`src/rtl/ahb_arbiter.sv`:
```
// Fixed-priority AHB arbiter: index 0 wins, the highest index is the park master.
// Locked transfers hold the bus until hlock drops, plus one tail grant cycle.
module ahb_arbiter #(
    parameter int NUM_MASTERS = 4
) (
    input  logic                   hclk,
    input  logic                   hreset,
    input  logic [NUM_MASTERS-1:0] hbusreq,
    input  logic [NUM_MASTERS-1:0] hlock,
    input  logic                   hready,
    output logic [NUM_MASTERS-1:0] hgrant,
    output logic [3:0]             hmaster,
    output logic                   hmastlock
);

    localparam int IDX_W = $clog2(NUM_MASTERS);

    typedef enum logic [1:0] {
        ARB,
        LOCKED,
        LOCK_TAIL
    } state_e;

    state_e                 state_q, state_d;
    logic [NUM_MASTERS-1:0] hgrant_q, hgrant_d;
    logic [3:0]             hmaster_q, hmaster_d;
    logic                   hmastlock_q, hmastlock_d;

    logic [IDX_W-1:0]       grantIdx;
    logic [IDX_W-1:0]       winnerIdx;
    logic [NUM_MASTERS-1:0] winnerOneHot;

    // An all-zero grant (only right after reset) reads as the park master.
    always_comb begin
        grantIdx = IDX_W'(NUM_MASTERS - 1);
        for (int i = 0; i < NUM_MASTERS; i++) begin
            if (hgrant_q[i]) begin
                grantIdx = IDX_W'(i);
            end
        end
    end

    always_comb begin
        winnerIdx = IDX_W'(NUM_MASTERS - 1);
        for (int i = NUM_MASTERS - 1; i >= 0; i--) begin
            if (hbusreq[i] || hlock[i]) begin
                winnerIdx = IDX_W'(i);
            end
        end
    end

    always_comb begin
        winnerOneHot = '0;
        for (int i = 0; i < NUM_MASTERS; i++) begin
            winnerOneHot[i] = (winnerIdx == IDX_W'(i));
        end
    end

    always_comb begin
        state_d     = state_q;
        hgrant_d    = hgrant_q;
        hmaster_d   = hmaster_q;
        hmastlock_d = hmastlock_q;
        if (hready) begin
            hmaster_d   = 4'(grantIdx);
            hmastlock_d = hlock[grantIdx];
            case (state_q)
                LOCKED: begin
                    if (!hlock[grantIdx]) begin
                        state_d = LOCK_TAIL;
                    end
                end
                // The tail cycle re-arbitrates just like ARB, so both share this path.
                default: begin
                    hgrant_d = winnerOneHot;
                    state_d  = (hlock[winnerIdx] && hbusreq[winnerIdx]) ? LOCKED : ARB;
                end
            endcase
        end
    end

    always_ff @(posedge hclk or negedge hreset) begin
        if (!hreset) begin
            state_q     <= ARB;
            hgrant_q    <= '0;
            hmaster_q   <= 4'(NUM_MASTERS - 1);
            hmastlock_q <= 1'b0;
        end else begin
            state_q     <= state_d;
            hgrant_q    <= hgrant_d;
            hmaster_q   <= hmaster_d;
            hmastlock_q <= hmastlock_d;
        end
    end

    assign hgrant    = hgrant_q;
    assign hmaster   = hmaster_q;
    assign hmastlock = hmastlock_q;

endmodule
```
`config.mk`:
```
export PLATFORM = sky130hd
export DESIGN_NAME = ahb_arbiter
export DESIGN_NICKNAME = d
export VERILOG_FILES = /design/src/rtl/ahb_arbiter.sv
export SDC_FILE = /design/constraint.sdc
export NUM_CORES = 1
export LEC_CHECK = 0
export ABC_AREA = 0
export CAP_MARGIN = 20
export CORE_AREA = 2 2 39 41
export CTS_BUF_LIST = sky130_fd_sc_hd__clkbuf_2
export DETAILED_ROUTE_END_ITERATION = 10
export DIE_AREA = 0 0 41 43
export GPL_ROUTABILITY_DRIVEN = 1
export PLACE_DENSITY = 0.69
export RECOVER_POWER = 50
export SETUP_SLACK_MARGIN = 0.1
export SKIP_LAST_GASP = 1
export SYNTH_ARGS = -nofsm -noshare
export SYNTH_HDL_FRONTEND = slang
export SYNTH_SLANG_ARGS = --single-unit
```
`constraint.sdc`:
```
create_clock -name hclk -period 1.7 [get_ports hclk]
set_input_delay 0.255 -clock hclk [delete_from_list [all_inputs] [get_ports hclk]]
set_output_delay 0.255 -clock hclk [all_outputs]
set_load 0.05 [all_outputs]
```
# ---- Word level (Yosys, flattened, before mapping)
# Cells that the tools add are included.
dict set report classes {
  order_cmp 2
  eq_ne 5
  mux 16
  bitwise_logic 1
  reduce_logical 7
}
# operator n
set ops {}
lappend ops {{$mux W2} 8}
lappend ops {{$bmux W1 S2} 3}
lappend ops {{$lt A2 B3 Y1 const B} 2}
lappend ops {{$mux W1} 5}
lappend ops {{$eq A2 B1 Y1 const B} 2}
lappend ops {{$eq A2 B2 Y1 const B} 2}
lappend ops {{$reduce_and A2 Y1} 2}
lappend ops {{$logic_or A1 B1 Y1} 3}
lappend ops {{$logic_not A2 Y1} 1}
lappend ops {{$ne A2 B2 Y1 const B} 1}
lappend ops {{$logic_and A1 B1 Y1} 1}
lappend ops {{$not A1 Y1} 1}
dict set report word_totals {
  register_bits 9
  input_bits 11
  word_cells 35
}

# ---- Longest topological paths before layout
dict set report depth {
  ltp_word 9
  ltp_mapped 5
  ltp_nobuf 4
}

# ---- Worst setup path after synthesis
# OpenSTA, ideal clock, no wires.
dict set report synth_path {
  path_type {register to register}
  from {register hgrant_q[0], in the netlist hgrant[0]}
  to {register state_q[1]}
  setup_time_ns 0.121
  arrival_ns 1.528
  required_time_ns 1.579
  slack_ns 0.051
  path_stages_with_launch 5
  path_cell_list {dfrtp_1 nor2b_1 a221oi_1 o311a_1 a22o_1}
}
dict set report synth_between {
  elab_chain_cells 8
}
# element line
set synth_rtl {}
lappend synth_rtl {{start: declaration} 25} ;# logic [NUM_MASTERS-1:0] hgrant_q, hgrant_d;
lappend synth_rtl {{start signal: assignment} 90} ;# hgrant_q <= hgrant_d;
lappend synth_rtl {{$mux W2 (4 in series)} 37} ;# if (hgrant_q[i]) begin
lappend synth_rtl {{$bmux W1 S2} 69} ;# if (!hlock[grantIdx]) begin
lappend synth_rtl {{$mux W1 (implied by the code)} 69}
lappend synth_rtl {{$ne A2 B2 Y1 (no line)} -}
lappend synth_rtl {{$reduce_and A2 Y1 (no line)} -}
lappend synth_rtl {{end signal: assignment} 89} ;# state_q <= state_d;
lappend synth_rtl {{end: declaration} 24} ;# state_e state_q, state_d;
# No other way between the ends. The select of a mux whose other input is x is not followed.
# A chain may end at the register's enable or synchronous reset.

# ---- Worst setup path after layout
dict set report layout_path {
  from {input hready}
  to {register state_q[0]}
}
dict set report layout_between {
  elab_chain_cells 1
}
# element line
set layout_rtl {}
lappend layout_rtl {{start: declaration} 10} ;# input logic hready,
lappend layout_rtl {{$reduce_and A2 Y1 (no line)} -}
# No other way between the ends.

==> results.txt <==
Status: finished, final reports clean
Psw: 0.000268 W
CTS tree: yes
Relative slew slack: 60.6%
GR peak layer: met2
Tmin final: 1.45 ns
Worst-Margin Slew: 0.594 ns
Clock power share: 19.9%
Fin crit share: 85.5%
PostCTS Resize Cnt: 0
Syn Area/Cell: 9.74 sq um
Starting Density: 35.9%
Crit. End Element: flip-flop
Pins over their slew limit: 0
Async SR Flop Fraction: 100%
Area grow syn2layout: 36.8%
Remaining global-route overflow: 0
Max Fclk: 0.688 GHz
Met2 usage: 21.9%
Hold Buf Count CTS: 0
Switching share of power: 39.2%
Avg WL per Cell: 12.1 um
IO buf count: 17
Critical Path Slowest Stage Cell: dlygate4sd3_1
Fin util: 49.1%
CP Buf/Inv Count: 1
CP max stage delay: 0.60 ns
# clock sinks: 9
GR Util met1: 20.7%
I/O Pins: 20
Drc violations: 0
Crit start category: input pin
EDFF count, synth: 0
Multi-input logic area: 243 sq um
Met3 usage: 1.57%
List of most frequent post-synthesis cells: 7 x dfrtp_1, 7 x nor2_1, 6 x nand2_1, 5 x o21ai_0
Post-synth top area share: 35.3%
Clock Tree Root: clkbuf_2
Synth Cell Area: 497 sq um
Total routed wirelength: 1.06 mm
Dpl hpwl: 834 um
Pin count of the biggest net entering global routing: 10
Core Region: 1380 sq um
Die W: 41 um
Mapped Cells: 51
Clk buf depth: 2
Yosys cell types: 25
Total track usage: 15.2%
Comb power frac: 38.8%
Max VDD drop: 420 uV
CP delay by family, top: buffers and inverters
Fin Setup TNS: 0 ns
Via count: 427
Register bit total from synthesis: 9
Chip Height: 43 um
Die ar.: 1760 sq um
H-tree depth: 1
Synth area leaders: dfrtp_1 35%, dfstp_2 11%, nor2_1 5.3%, o21ai_0 5.0%, nand2_1 4.5%
Layout cells sized above 1: 27.8%
Global-route wire length before repair: 1.81 mm
Min-delay worst type: input pin to async pin
Row count: 14
Nets: 84
Ordered list of cells on the worst path: dlygate4sd3_1 -> nand2b_4 -> or4b_4 -> o221ai_2
Final ANT Viol Nets: 0
Ant. Diodes: 0
Sequential group share of total power: 41.3%
CP Class: input pin to flip-flop
Setup violators final: 0
TritonCTS Buffers: 3
Initial antenna violation count: 0
DRT iter0 DRCs: 3
Max cap viols: 0
Post-synth top area cell: dfrtp_1
Number of global-route vias before repair: 430
Fill count: 146
Critical Path AT: 1.61 ns
Postcts setup bufs: 0
RSZ-0062 raised after global routing: no
Seq/Total Area, Yosys: 45.8%
Ys flop type: dfrtp_1
Worst skew pair latency: 0.24 ns
Vias per std cell: 4.85
Clock skew: 0.00681 ns
P per Cell Area: 1010 nW/um^2
Leak: 0.299 nW
Ys Warns: 0
Pint: 0.000415 W
CP max FO: 3
Critical Path RT: 1.86 ns
Final Hold Viols: 0
Clock transition at path regs: 0.10 ns
Gpl congestion: 0.793
Register area: 229 sq um
Detailed Routing Iterations Pass 1: 3
routing by layer:
metal	vias up	share of wire [%]
li1	221	-
met1	192	49
met2	12	43
met3	2	5.1
met4	0	2.8
met5	-	0
cell usage in the layout, fill, tap and decap left out, types with 4 or more instances in the layout:
master           instances
clkdlybuf4s50_1          8
nor2_1                   7
clkbuf_2                 4
buf_4                    8
dfrtp_1                  6
nand2_1                  6
o21ai_0                  5
area by class of cell:
type,count,share of cell area [%]
clock buffers,4,2.95
well taps,16,2.95
flip-flops and latches,9,33.7
multi-input cells,39,35.7
repair buffers,19,24.1
inverters,1,0.552
through the flow:
step           cell area (sq um)  cells  total power (W)  hold WS, ns  setup slack, ns
2_1_floorplan                502     52         0.000470      -0.0406            0.128
3_3_place_gp                 663     84         0.000555        0.478           0.0324
3_5_place_dp                 663     84         0.000558        0.498           0.0165
4_1_cts                      683     88         0.000694        0.317            0.263
5_1_grt                      679     88         0.000722        0.400            0.175
6_report                     679     88         0.000683        0.380            0.247
kinds of logic after synthesis:
group	after synthesis	synth area share, %
buf+inv	4	6.04
flops	9	45.8
compound gates	15	22.7
simple gates	22	24.7
other cells	1	0.755
power groups by stage:
stage / clock (W) / combinational [W] / sequential [W]
finish: 0.000136 / 0.000265 / 0.000282
global route: 0.000147 / 0.000287 / 0.000288
CTS: 0.000139 / 0.000273 / 0.000282
detailed placement: 0 / 0.000272 / 0.000286
global placement: 0 / 0.000270 / 0.000285
floorplan: 0 / 0.0000959 / 0.000374
sequential cells by signal (all words and copies together), names as in the netlist:
register   flops
state_q        2
hgrant         4
hmastlock      1
hmaster        2
final timing paths:
kind | start | endpoint | slack (ns) | depth (start not counted)
hold / removal | hreset | hgrant[0] | 0.38 | 1
hold reg to reg | hmaster[1] | hmaster[1] | 0.51 | 2
setup reg to reg | state_q[0] | state_q[0] | 0.27 | 4
setup / recovery | hready | state_q[0] | 0.25 | 4
min in group hclk | hmaster[1] | hmaster[1] | 0.51 | 2
max in group asynchronous | hreset | hmaster[1] | 0.98 | 1
No activity file was read; power rests on OpenSTA's default activity.
